==> src/rtl/edge_capture_pkg.sv <==
// Shared types for the edge capture sequencer.
//   cap_state_t : sequencer FSM states
//   trig_mode_t : trigger source select
//   trig_hit()  : picks the detector strobe that matches a trigger mode
package edge_capture_pkg;

  typedef enum logic [2:0] {IDLE, ARMED, WAIT, CAPTURE, DONE} cap_state_t;
  typedef enum logic [1:0] {TRIG_RISE, TRIG_FALL, TRIG_ANY, TRIG_OFF} trig_mode_t;

  function automatic logic trig_hit(trig_mode_t m, logic pos, logic neg, logic chg);
    case (m)
      TRIG_RISE: return pos;
      TRIG_FALL: return neg;
      TRIG_ANY:  return chg;
      default:   return 1'b0;
    endcase
  endfunction

endpackage

==> src/rtl/edge_capture_ctrl_sync_fifo.sv <==
// Single-clock FIFO holding captured words.
//   i_clk, i_rst   : clock, synchronous active-high reset (flushes pointers)
//   i_push, i_din  : write request and word
//   i_pop          : read request (ignored while empty)
//   o_full/o_empty : occupancy flags from the extra pointer MSB
//   o_head         : word at the read pointer, 0 while empty
module sync_fifo #(
  parameter int WIDTH = 32,
  parameter int DEPTH = 8
) (
  input  logic             i_clk,
  input  logic             i_rst,
  input  logic             i_push,
  input  logic [WIDTH-1:0] i_din,
  input  logic             i_pop,
  output logic             o_full,
  output logic             o_empty,
  output logic [WIDTH-1:0] o_head
);
  localparam int AW = $clog2(DEPTH);

  logic [WIDTH-1:0] r_mem [DEPTH];
  logic [AW:0]      r_wptr, r_rptr;
  logic             w_do_push, w_do_pop;

  assign o_empty = (r_wptr == r_rptr);
  assign o_full  = (r_wptr[AW] != r_rptr[AW]) && (r_wptr[AW-1:0] == r_rptr[AW-1:0]);

  // A pop frees a slot in the same cycle, so a full FIFO still accepts a push then.
  assign w_do_pop  = i_pop & ~o_empty;
  assign w_do_push = i_push & (~o_full | w_do_pop);

  assign o_head = o_empty ? '0 : r_mem[r_rptr[AW-1:0]];

  always_ff @(posedge i_clk) begin
    if (i_rst) begin
      r_wptr <= '0;
      r_rptr <= '0;
    end else begin
      if (w_do_push) r_wptr <= r_wptr + 1'b1;
      if (w_do_pop)  r_rptr <= r_rptr + 1'b1;
    end
  end

  // Storage needs no reset: o_head is masked while empty.
  always_ff @(posedge i_clk) begin
    if (w_do_push) r_mem[r_wptr[AW-1:0]] <= i_din;
  end

endmodule

==> src/rtl/edge_capture_ctrl.sv <==
// Capture sequencer: arms on command, waits for the selected detector strobe,
// aligns to the delay pipeline latency, then captures a burst of pipeline words
// into a FIFO drained over valid/ready.
//   i_clk, i_rst           : clock, synchronous active-high reset
//   i_arm, i_abort, i_mode : control (arm in IDLE only; abort from any state)
//   i_pos/neg/chg_det      : detector strobes
//   i_pipe_data            : delay pipeline output
//   o_pulse_en             : pulse generator enable (CAPTURE only)
//   o_out_valid/i_out_ready/o_out_data : FIFO drain handshake
//   o_busy, o_done, o_overflow : status
module edge_capture_ctrl
  import edge_capture_pkg::*;
#(
  parameter int DATA_W     = 32,
  parameter int PIPE_DEPTH = 3,
  parameter int BURST_LEN  = 4,
  parameter int FIFO_DEPTH = 8
) (
  input  logic              i_clk,
  input  logic              i_rst,
  input  logic              i_arm,
  input  logic              i_abort,
  input  logic [1:0]        i_mode,
  input  logic              i_pos_det,
  input  logic              i_neg_det,
  input  logic              i_chg_det,
  input  logic [DATA_W-1:0] i_pipe_data,
  output logic              o_pulse_en,
  output logic              o_out_valid,
  input  logic              i_out_ready,
  output logic [DATA_W-1:0] o_out_data,
  output logic              o_busy,
  output logic              o_done,
  output logic              o_overflow
);
  // WAIT lasts PIPE_DEPTH-1 cycles; the counter runs load..0.
  localparam logic [3:0] WAIT_LOAD = 4'((PIPE_DEPTH > 1) ? PIPE_DEPTH - 2 : 0);
  localparam logic [7:0] CAP_LAST  = 8'(BURST_LEN - 1);

  cap_state_t r_state, w_next;
  trig_mode_t r_mode_q;
  logic [3:0] r_wait_cnt;
  logic [7:0] r_cap_cnt;
  logic       r_overflow;
  logic       w_arm_ok, w_trig, w_push, w_pop, w_full, w_empty, w_drop;

  assign w_arm_ok = (r_state == IDLE) & i_arm & ~i_abort;
  assign w_trig   = trig_hit(r_mode_q, i_pos_det, i_neg_det, i_chg_det);

  // The aborting cycle does not push, so an aborted burst keeps only the
  // words captured before the abort request.
  assign w_push = (r_state == CAPTURE) & ~i_abort;
  assign w_pop  = ~w_empty & i_out_ready;
  assign w_drop = w_push & w_full & ~w_pop;

  always_comb begin
    w_next = r_state;
    case (r_state)
      IDLE:    if (i_arm) w_next = ARMED;
      ARMED:   if (w_trig) w_next = (PIPE_DEPTH > 1) ? WAIT : CAPTURE;
      WAIT:    if (r_wait_cnt == 4'd0) w_next = CAPTURE;
      CAPTURE: if (r_cap_cnt == CAP_LAST) w_next = DONE;
      DONE:    w_next = IDLE;
      default: w_next = IDLE;
    endcase
    if (i_abort) w_next = IDLE;
  end

  always_ff @(posedge i_clk) begin
    if (i_rst) begin
      r_state    <= IDLE;
      r_mode_q   <= TRIG_RISE;
      r_wait_cnt <= '0;
      r_cap_cnt  <= '0;
      r_overflow <= 1'b0;
    end else begin
      r_state <= w_next;
      if (w_arm_ok) r_mode_q <= trig_mode_t'(i_mode);
      // Counters idle at their start value, so no state entry needs to load them.
      r_wait_cnt <= (r_state == WAIT) ? r_wait_cnt - 4'd1 : WAIT_LOAD;
      r_cap_cnt  <= (r_state == CAPTURE) ? r_cap_cnt + 8'd1 : 8'd0;
      if (w_arm_ok)    r_overflow <= 1'b0;
      else if (w_drop) r_overflow <= 1'b1;
    end
  end

  sync_fifo #(.WIDTH(DATA_W), .DEPTH(FIFO_DEPTH)) u_fifo (
    .i_clk  (i_clk),
    .i_rst  (i_rst),
    .i_push (w_push),
    .i_din  (i_pipe_data),
    .i_pop  (w_pop),
    .o_full (w_full),
    .o_empty(w_empty),
    .o_head (o_out_data)
  );

  assign o_pulse_en  = (r_state == CAPTURE);
  assign o_out_valid = ~w_empty;
  assign o_busy      = (r_state != IDLE);
  assign o_done      = (r_state == DONE);
  assign o_overflow  = r_overflow;

endmodule
==> config.mk <==
export PLATFORM = sky130hd
export DESIGN_NAME = edge_capture_ctrl
export DESIGN_NICKNAME = d
export VERILOG_FILES = /design/src/rtl/edge_capture_pkg.sv /design/src/rtl/edge_capture_ctrl_sync_fifo.sv /design/src/rtl/edge_capture_ctrl.sv
export SDC_FILE = /design/constraint.sdc
export NUM_CORES = 1
export LEC_CHECK = 0
export BUFFER_PORTS_ARGS = -buffer_cell sky130_fd_sc_hd__buf_2
export CAP_MARGIN = 20
export CORE_ASPECT_RATIO = 0.5
export CORE_UTILIZATION = 60
export CTS_BUF_LIST = sky130_fd_sc_hd__clkbuf_8
export CTS_CLUSTER_DIAMETER = 150
export DETAILED_ROUTE_END_ITERATION = 7
export HOLD_SLACK_MARGIN = 0.05
export PLACE_DENSITY = 0.79
export SKIP_LAST_GASP = 1
export SYNTH_ARGS = -nofsm -noshare
export SYNTH_HDL_FRONTEND = slang
export SYNTH_SLANG_ARGS = --single-unit
==> constraint.sdc <==
create_clock -name i_clk -period 6.1 [get_ports i_clk]
set_clock_uncertainty 0.2 [all_clocks]
set_input_delay 1.22 -clock i_clk [delete_from_list [all_inputs] [get_ports i_clk]]
set_output_delay 1.22 -clock i_clk [all_outputs]
set_load 0.01 [all_outputs]
# Word-level counts from Yosys, hierarchy flattened
# Memories as Yosys holds them, arrays and structs flattened. A register that Yosys moved wholly into a read port is not among the register bits.
# Index checks and enable logic that the tools add are counted.
# Widths: inputs -> output; s select.
[word_totals]
regBits = 26
inputBits = 42
wordCells = 64
mem_count = 1
ram_bits = 256
[classes]
mux = 12
bitwise_logic = 15
add_sub_neg = 4
eq_ne = 14
reduce_logical = 10
[mem_list]
columns = ["name", "depth", "word_bits", "read_ports", "rd_clocked_by_memory_dff", "wr", "line_no", "text"]
rows = [
  ["u_fifo.r_mem", 8, 32, 1, 1, 1, "edge_capture_ctrl_sync_fifo.sv:22", "logic [WIDTH-1:0] r_mem [DEPTH];"],
]
[ops]
columns = ["op", "n"]
rows = [
  ["$mux 32", 1],
  ["$mux 3", 6],
  ["$pmux 3 s4", 1],
  ["$add 4x1->4 const B", 2],
  ["$add 8x1->8 const B", 1],
  ["$and 1x1->1", 8],
  ["$eq 8x2->1 const B", 1],
  ["$reduce_or 2->1", 4],
  ["$eq 3x2->1 const B", 2],
  ["$ne 2x2->1 const B", 3],
  ["$not 1->1", 6],
  ["$eq 4x4->1", 1],
  ["$logic_not 4->1", 1],
  ["$reduce_and 4->1", 1],
  ["$sub 4x1->4 const B", 1],
  ["$eq 3x1->1 const B", 1],
  ["$eq 3x3->1", 1],
  ["$eq 3x3->1 const B", 1],
  ["$logic_not 3->1", 1],
  ["$mux 1", 3],
  ["$pmux 1 s3", 1],
  ["$reduce_bool 3->1", 1],
  ["$eq 2x1->1 const B", 1],
  ["$eq 2x2->1 const B", 1],
  ["5 further kinds", 5],
]

# Depth between registers and ports, before layout
[depth]
depth_word = 8
ltp_mapped = 5

# Hierarchy
# Synthesis repeated with hierarchy kept, for this count alone.
[unflattened]
cells_unflattened = 564
area_unflattened_um2 = 11194.5
[by_module_without_submodules]
columns = ["module", "instances", "cells_per_inst", "area_each_um2", "seq_area_each_um2"]
rows = [
  ["sync_fifo", 1, 477, 10393.7, 7907.6],
  ["edge_capture_ctrl", 1, 87, 800.8, 360.3],
]

# Least setup slack after synthesis
# Ideal clock, no wire load.
[synth_path]
kind = "input -> register"
start = "in i_abort"
end = "mem u_fifo.r_mem[6][0] (enable)"
path_slack_ps = 2782
path_stages = 3
setup_ps = 392
required_time_ps = 5508
arrival_ps = 2726
cell_sequence = "and4bb_2 -> a21boi_4 -> and4b_1"
[synth_via]
elab_chain_len = 5
[synth_rtl]
columns = ["element", "line_no", "text"]
rows = [
  ["start: declaration", "edge_capture_ctrl.sv:22", "input logic i_abort,"],
  ["$not 1->1", "edge_capture_ctrl.sv:52", "assign w_push = (r_state == CAPTURE) & ~i_abort;"],
  ["$and 1x1->1", "edge_capture_ctrl.sv:52", ""],
  ["$and 1x1->1", "edge_capture_ctrl_sync_fifo.sv:31", "assign w_do_push = i_push & (~o_full | w_do_pop);"],
  ["$mux 1", "edge_capture_ctrl_sync_fifo.sv:47", "if (w_do_push) r_mem[r_wptr[AW-1:0]] <= i_din;"],
  ["$mux 1 (not written as such)", "edge_capture_ctrl_sync_fifo.sv:47", ""],
  ["end: declaration", "edge_capture_ctrl_sync_fifo.sv:22", ""],
]
# No other way between the ends.

==> results.sh <==
export IMPL_cts_hold_buf=0
export IMPL_dieArea_um2=19200
export IMPL_num_vias=5384
export IMPL_fin_nets=700
export IMPL_crit_buf_inv=2
export IMPL_cp_required_ns=4.68
export IMPL_synthMuxAreaShare=0.166
export IMPL_yosys_area_share_simple=0.0471
export IMPL_cp_num_cells=5
export IMPL_final_layout_size_suffix_gt1_frac=0.321
export IMPL_synth_async_reset_ratio=0
export IMPL_max_cap_violations=0
export IMPL_p_total_w=0.00349
export IMPL_worstSetupStartpointType="flip-flop"
export IMPL_whs_path_depth=1
export IMPL_critical_path_slowest_cell="dfxtp_4"
export IMPL_worstSetupPathType="reg -> out"
export IMPL_fin_crit_sh=0.716
export IMPL_via_per_inst=5.91
export IMPL_yosys_area_share_adder=0.00448
export IMPL_ys_types=48
export IMPL_synthTopCellsByCount="edfxtp_1, mux4_2, nor2_1, mux2i_1, dfxtp_1"
export IMPL_rsz0062_at_grt="false"
export IMPL_wl_per_cell_um=21.6
export IMPL_cts_buffers=39
export IMPL_cts_root_buf="clkbuf_8"
export IMPL_status="complete, no violations"
export IMPL_antenna_found_initial=1
export IMPL_cts_resized_gates=0
export IMPL_syn_inst=558
export IMPL_rows=34
export IMPL_fmax_mhz=229
export IMPL_fin_cells=911
export IMPL_clk_pin_slew_ns=0.07
export IMPL_syn_nets=604
export IMPL_tightest_slew_ns=1.05
export IMPL_hp_class="reg -> reg"
export IMPL_ys_flop_type="edfxtp_1"
export IMPL_floorplan_die_height_um=98.5
export IMPL_post_route_util=0.700
export IMPL_post_cts_buffers=0
export IMPL_clkSinkCount=285
export IMPL_hpwl_um=10600
export IMPL_cp_slowest_stage_delay_ns=0.98
export IMPL_io_buffers=78
export IMPL_dpl_cell_count=847
export IMPL_worst_r2r_path_depth=4
export IMPL_crit_path_end="o_out_data[12]"
export IMPL_track_usage=0.217
export IMPL_tns_ns=0
export IMPL_p_leak_nw=4.09
export IMPL_synth_seq_cells=285
export IMPL_cts_max_level=2
export IMPL_hold_viol=0
export IMPL_holdWs_ns=0.289
export IMPL_yosys_area_top_type="edfxtp_1"
export IMPL_grt_pass1_vias=5603
export IMPL_finalWirelength_um=19700
export IMPL_clock_tree_buffer_depth=3
export IMPL_synth_enable_flop_cells=256
export IMPL_clk_latency_ns=0.51
export IMPL_r2r_start="u_fifo.r_wptr[0]$_SDFFE_PP0P_"
export IMPL_syn2layout_area_growth_pct=11.4
export IMPL_ys_seq_area_frac=0.740
export IMPL_cp_end_kind="output pin"
export IMPL_cts_tree="yes"
export IMPL_relSlewSlack=0.302
export IMPL_grt_max_degree=50
export IMPL_gp_congestion=0.764
export IMPL_maxSlewViolCount=0
export IMPL_synth_top_family_by_area="multiplexers"
export IMPL_num_fill_cells=1075
export IMPL_grt_ovfl_total=0
export IMPL_synth_xor_area_share=0.0139
export IMPL_ioPinCount=79
export IMPL_drtAntennaViolNets=0
export IMPL_grt_pass1_wl_um=30900
export IMPL_synth_compound_area_frac=0.0123
export IMPL_drtIter0Drc=341
export IMPL_synthTopCellsByArea="edfxtp_1, mux4_2, dfxtp_1"
export IMPL_antennaDiodeCount=0
export IMPL_worstPathArrival_ns=2.95
export IMPL_period_needed_ns=4.37
export IMPL_drcViolationCount=0
export IMPL_syn_avg_cell_area_um2=20.0
export IMPL_path_cells="buf_4, mux4_2, mux2i_1, nor2_1, buf_2"
export IMPL_start_util=0.628
export IMPL_synth_warnings=0
export IMPL_path_delay_family="flip-flops"
export IMPL_fp_dieW_um=195
export IMPL_reg2reg_slack_ns=3.20
export IMPL_p_per_area_nw_per_um2=281
export IMPL_synth_top_area_frac=0.688
export IMPL_vdd_drop_max_v=0.000143
export IMPL_synth_area_um2=11200
export IMPL_crit_fanout=49
export IMPL_yosysMostFrequentCell="edfxtp_1"
export IMPL_rr_endpoint="u_fifo.r_mem[6][0]$_DFFE_PP_"
export IMPL_setup_viol=0
export IMPL_core_area_um2=17800
export IMPL_dr_pass1_iters=4
==> worst min-delay path by stage <==
stage / start / endpoint
2_1_floorplan: r_cap_cnt[0]$_SDFF_PP0_ / r_cap_cnt[0]$_SDFF_PP0_
3_3_place_gp: r_cap_cnt[0]$_SDFF_PP0_ / r_cap_cnt[0]$_SDFF_PP0_
3_5_place_dp: r_cap_cnt[0]$_SDFF_PP0_ / r_cap_cnt[0]$_SDFF_PP0_
4_1_cts: r_cap_cnt[0]$_SDFF_PP0_ / r_cap_cnt[0]$_SDFF_PP0_
5_1_grt: r_cap_cnt[0]$_SDFF_PP0_ / r_cap_cnt[0]$_SDFF_PP0_
6_report: r_cap_cnt[0]$_SDFF_PP0_ / r_cap_cnt[0]$_SDFF_PP0_
==> cells in the final DEF (no fill, tap or decap), types with 2 or more instances in the layout <==
master and instances:
a31oi_1 3, and4b_2 4, nand3b_1 2, nor4_1 2
nand2_1 2, or3_1 6, nand2b_1 2, mux4_2 64
o21ai_0 3, clkinv_1 8, ha_1 4, and3_2 2
a21oi_1 3, dfxtp_2 2, inv_1 18, clkinvlp_4 2
xor2_2 3, nor3_1 2, mux2i_1 38, nor2_1 54
nand3_1 6, clkbuf_8 41, nor3b_1 2, nor2b_1 3
and3_1 2, xor2_1 6, buf_4 5, edfxtp_1 256
dfxtp_1 26, mux2_4 2, buf_2 78, clkinv_2 2
nand4_1 2, xnor2_1 3
==> registers in the layout, summed over array words and instances (netlist names), named ones only <==
register       count
r_state            3
u_fifo.r_wptr      4
r_mode_q           2
o_overflow         1
u_fifo.r_mem     256
r_cap_cnt          8
r_wait_cnt         4
u_fifo.r_rptr      4
==> metrics by stage <==
step | worst slack, ns | instance area (µm²)
detailed placement | 2.20 | 11800
global placement | 2.25 | 11800
finish | 1.73 | 12500
CTS | 1.64 | 12500
global route | 1.49 | 12500
floorplan | 2.78 | 11200
==> report_power, final <==
group / switching (W) / leakage, nW / internal (W)
registers: 0.00000258 / 2.54 / 0.00212
logic: 0.0000315 / 1.17 / 0.0000182
clock network: 0.000656 / 0.383 / 0.000661
==> cell families (layout without fill, tap and decap cells) <==
group,after synthesis,after routing
AOI/OAI and AO/OA,16,16
xor gates and xnor gates,13,13
adders and majority gates,4,4
buffers and inverters,37,156
DFF,285,285
muxes,104,104
and+or+nand+nor,99,99
==> layout make-up <==
type	instances	area [µm²]	share of cell area
flip-flops and latches	285	8270	0.664
inverters	9	33.8	0.00271
well taps	234	293	0.0235
clock inverters	23	123	0.00985
repair buffers	83	428	0.0344
multi-input cells	236	2740	0.220
clock buffers	41	564	0.0453
==> routing by layer <==
metal / share of wire / GRT usage / wire (µm) / vias up
met4: 0.012 / 0.0563 / 235 / 2
met3: 0.061 / 0.0524 / 1210 / 26
met1: 0.44 / 0.313 / 8750 / 2772
li1: - / - / - / 2427
met2: 0.48 / 0.339 / 9510 / 157
met5: 0.00061 / 0 / 12 / -
==> worst register-to-register path, cell delays in order (launching register included) <==
cell      delay, ns
dfxtp_1        0.54
xor2_2         0.33
nor3_2         0.17
a21boi_4       0.27
and4b_2        0.98
(Power assumes the default switching activity.)
